### config.mk
export PLATFORM = sky130hd
export DESIGN_NAME = reaction_ms_counter
export DESIGN_NICKNAME = d
export VERILOG_FILES = /design/src/rtl/reaction_ms_counter.sv
export SDC_FILE = /design/constraint.sdc
export NUM_CORES = 1
export LEC_CHECK = 0
export CAP_MARGIN = 5
export CORE_ASPECT_RATIO = 0.75
export CORE_MARGIN = 1.5
export CORE_UTILIZATION = 45
export DETAILED_ROUTE_END_ITERATION = 8
export GPL_ROUTABILITY_DRIVEN = 0
export MAX_ROUTING_LAYER = met4
export PLACE_DENSITY = 0.86
export SYNTH_ARGS = -nofsm -noshare
export SYNTH_HDL_FRONTEND = slang
export SYNTH_SLANG_ARGS = --single-unit
### constraint.sdc
create_clock -name clk -period 1.65 [get_ports clk]
set_clock_uncertainty 0.05 [all_clocks]
set_input_delay 0.33 -clock clk [delete_from_list [all_inputs] [get_ports clk]]
set_output_delay 0.33 -clock clk [all_outputs]
set_load 0.02 [all_outputs]
### src/rtl/reaction_ms_counter.sv
// Per-player reaction timer: gates the 1 ms tick generator and accumulates its pulses as 4-digit BCD.
// Optional auto-stop at TIMEOUT_MS when compiled with REACTION_TIMEOUT_EN.
module reaction_ms_counter #(
    parameter int TIMEOUT_MS = 9999
) (
    input  logic        clk,
    input  logic        rst,
    input  logic        start,
    input  logic        stop,
    input  logic        clear,
    input  logic        tick,
    output logic        timer_enable,
    output logic        timer_clear,
    output logic [15:0] bcd_ms,
    output logic        running,
    output logic        done,
    output logic        overflow
);

    typedef enum logic [1:0] {IDLE, RUN, HOLD, OVF} state_t;

    localparam logic [15:0] LIMIT_BCD = {4'(TIMEOUT_MS / 1000 % 10), 4'(TIMEOUT_MS / 100 % 10),
                                         4'(TIMEOUT_MS / 10 % 10),   4'(TIMEOUT_MS % 10)};
`ifdef REACTION_TIMEOUT_EN
    localparam logic TIMEOUT_EN = 1'b1;
`else
    localparam logic TIMEOUT_EN = 1'b0;
`endif

    state_t      state_q, state_d;
    logic [15:0] count_d;
    logic        clear_d;
    logic        at_limit;

    // Full ripple across all four digits in one cycle.
    function automatic logic [15:0] bcd_inc(input logic [15:0] v);
        logic [15:0] r;
        logic        carry;
        r     = v;
        carry = 1'b1;
        for (int i = 0; i < 4; i++) begin
            if (carry) begin
                if (v[4*i +: 4] == 4'd9) begin
                    r[4*i +: 4] = 4'd0;
                end else begin
                    r[4*i +: 4] = v[4*i +: 4] + 4'd1;
                    carry       = 1'b0;
                end
            end
        end
        return r;
    endfunction

    assign at_limit = TIMEOUT_EN && (bcd_ms == LIMIT_BCD);

    always_comb begin
        state_d = state_q;
        count_d = bcd_ms;
        clear_d = 1'b0;
        if (clear) begin
            state_d = IDLE;
            count_d = '0;
            clear_d = 1'b1;
        end else begin
            case (state_q)
                IDLE: begin
                    if (start) begin
                        state_d = RUN;
                        count_d = '0;
                        clear_d = 1'b1;
                    end
                end
                RUN: begin
                    // A tick at the limit is never counted; stop wins over the overflow.
                    if (tick && !at_limit) count_d = bcd_inc(bcd_ms);
                    if (stop)                  state_d = HOLD;
                    else if (tick && at_limit) state_d = OVF;
                end
                default: ;
            endcase
        end
    end

`ifdef REACTION_TIMEOUT_EN
    logic overflow_q;
    assign overflow = overflow_q;
`else
    assign overflow = 1'b0;
`endif

    always_ff @(posedge clk or negedge rst) begin
        if (!rst) begin
            state_q      <= IDLE;
            bcd_ms       <= '0;
            timer_clear  <= 1'b0;
            timer_enable <= 1'b0;
            running      <= 1'b0;
            done         <= 1'b0;
`ifdef REACTION_TIMEOUT_EN
            overflow_q   <= 1'b0;
`endif
        end else begin
            state_q      <= state_d;
            bcd_ms       <= count_d;
            timer_clear  <= clear_d;
            timer_enable <= (state_d == RUN);
            running      <= (state_d == RUN);
            done         <= (state_d == HOLD);
`ifdef REACTION_TIMEOUT_EN
            overflow_q   <= (state_d == OVF);
`endif
        end
    end

endmodule

==> results.cfg, run 1 <==
[setup_path]
cp.arrival_ns = 1.84
worst_ep_required_time_ns = 1.76
end_kind = register
crit_type = reg2reg
crit_path_start_kind = register
crit_fanout = 6

[routing]
ant_nets = 0
wl_per_cell_microns = 17.5
routed_via_density = 5.82
routed_wirelength_microns = 3670
routed-wl-met3_microns = 227
wl_met2_microns = 1870
wl_met1_microns = 1470
maxUsedRoutingLayer = met4
first_iter_violations = 52
drc = 0
vias = 1217
drt_pre_antenna_iters = 4

[timing]
hold_violations = 0
min_period_ns = 1.73
drv_slew = 0
worst_slack_ns = -0.0831
fmax_mhz = 577
hold_slack_ns = 0.353
finalSetupViolations = 11
timing.final.crit_share = 1.05
rsz0062_at_grt = true

[die]
pin_count = 27
die_area_sq_um = 3090
num_rows = 16
die_w_microns = 63.6
start_util = 0.473
die_y_microns = 48.5
design.core.area_sq_um = 2620

[power]
p_int_mw = 0.823
peakVddDrop_v = 0.000566
p_clk_frac = 0.301
pwr-share-comb = 0.228
powerDensity_nw_per_um2 = 622
p_seq_frac = 0.471
swShare = 0.292
leakagePower_nw = 0.924
p_switching_mw = 0.340

[yosys]
synth_top_area_cell = dfrtp_1
syn_area_sq_um = 1240
yosysWarningCount = 0
synth.distinct_cells = 38
synth_most_common_cell = dfrtp_1
syn_inst = 121
ys_ff_latch = 21
synth_top_area_frac = 0.423
avgSynthCellArea_sq_um = 10.3
synth_common_cells = dfrtp_1 (21), o21ai_0 (9), ha_1 (8)
synthTopCellsByArea = dfrtp_1 (42%), ha_1 (8.1%), o21ai_0 (3.6%)
synthFlopType = dfrtp_1
yosysSeqAreaShare = 0.423
syn-num-nets = 135
synth_edf_count = 0
async_flop_share = 1.00

[min_path]
hp-class = in2async

[place]
pre_cts_slack_ns = -0.412
portBuffers = 25
place_hpwl_microns = 2400

[outcome]
violations = negative setup slack
status = finished with violations

[clocking]
cts_sinks = 21
cts_htree_levels = 1
numCtsBuffers = 3
clk_pin_slew_ns = 0.08
insertion_delay_ns = 0.27
cts_buffer_depth = 2
cts_tree = done
root_buffer = clkbuf_8

[layout]
synthToLayoutAreaGrowth_pct = 50.7
nets = 188
diodes = 0
drive_gt1_frac = 0.405

[global_routing]
grt_pass1_wl_microns = 5510
grt_max_degree = 22
grtUsageTotal = 0.236
first_global_vias = 1136
globalRouteOverflowTotal = 0
antenna_found_initial = 0

[job]
maxCapViolations = 0
-- layer usage --
| metal | global-route usage | up-vias |
|---|---|---|
| met5 | - | - |
| met4 | 0.0616 | 0 |
| met3 | 0.0512 | 13 |
| met2 | 0.384 | 62 |
| met1 | 0.302 | 603 |
| li1 | - | 539 |
-- logic make-up (layout without fill, tap and decap cells) --
logic type                 count (synthesis)  count (layout)  synth area share
other                                      1               1           0.00302
buffers and inverters                     13              65            0.0645
and+or+nand+nor                           46              46             0.226
adders and majority gates                  8               8            0.0806
muxes                                      2               2            0.0171
AOI/OAI and AO/OA                         30              30             0.185
DFF                                       21              21             0.423
-- cell type report --
type | instances | area (sq um)
clock inverters | 1 | 5.00
repair buffers | 54 | 455
multi-input cells | 87 | 764
clock buffers | 3 | 41.3
fillers | 187 | 752
inverters | 7 | 26.3
flip-flops and latches | 21 | 533
well taps | 36 | 45.0
-- power by group through the flow --
stage               registers (mW)  logic (mW)  clock network, mW
floorplan                    0.573       0.109                  0
global placement             0.554       0.227                  0
detailed placement           0.556       0.238                  0
CTS                          0.546       0.244              0.345
global route                 0.550       0.281              0.367
finish                       0.548       0.265              0.350
-- per-stage QoR --
stage	power [mW]	utilization	instance area, sq um	TNS (ns)	std cells
finish	1.16	0.713	1870	-0.399	209
global route	1.20	0.713	1870	-0.910	209
CTS	1.13	0.683	1790	-0.162	208
detailed placement	0.793	0.659	1730	-5.42	203
global placement	0.780	0.659	1730	-3.83	203
floorplan	0.682	-	1280	-0.166	121
-- worst max-delay path: stages (launching register included) --
cell,delay [ns]
dfrtp_2,0.43
ha_4,0.15
and3b_4,0.20
a311oi_4,0.29
buf_6,0.18
nor3_1,0.05
a211o_1,0.27
-- cell usage in the layout, fill, tap and decap left out, drive strengths merged, types with 6 or more instances in the layout --
master / count
dlygate4sd2: 16
inv: 7
nand2: 7
o21ai: 9
buf: 29
dfrtp: 21
clkdlybuf4s50: 8
ha: 8
nor2: 6
-- flip-flops by register name (all words and copies together) (netlist names) --
register	count
bcd_ms	16
done	1
timer_clear	1
state_q	2
running	1
-- repair_timing --
item	CTS	global route
cloned	0	1
hold buffers	0	0
gates resized for setup	22	18
endpoints found under the setup margin	30	16
setup buffers	1	0
pin swaps	6	7
-- final timing paths --
path,from,slack [ns],endpoint,cells past startpoint
setup / recovery,bcd_ms[0],-0.08,bcd_ms[15],6
hold / removal,rst,0.35,bcd_ms[6],2
setup reg to reg,bcd_ms[0],-0.08,bcd_ms[15],6
hold reg to reg,bcd_ms[7],0.55,bcd_ms[7],2
max in group asynchronous,rst,0.95,bcd_ms[1],2
min in group clk,bcd_ms[7],0.55,bcd_ms[7],2
Note: power is estimated with default switching activity, not from simulation.
==> inputs of run 2 (changes only) <==
--- a/config.mk
+++ b/config.mk
@@ -9,6 +9,7 @@
 export CORE_ASPECT_RATIO = 0.75
 export CORE_MARGIN = 1.5
 export CORE_UTILIZATION = 45
+export CTS_CLUSTER_SIZE = 12
 export DETAILED_ROUTE_END_ITERATION = 8
 export GPL_ROUTABILITY_DRIVEN = 0
 export MAX_ROUTING_LAYER = met4
==> results of run 2 <==
Final layout, timing and power as in run 1 (identical DEF).
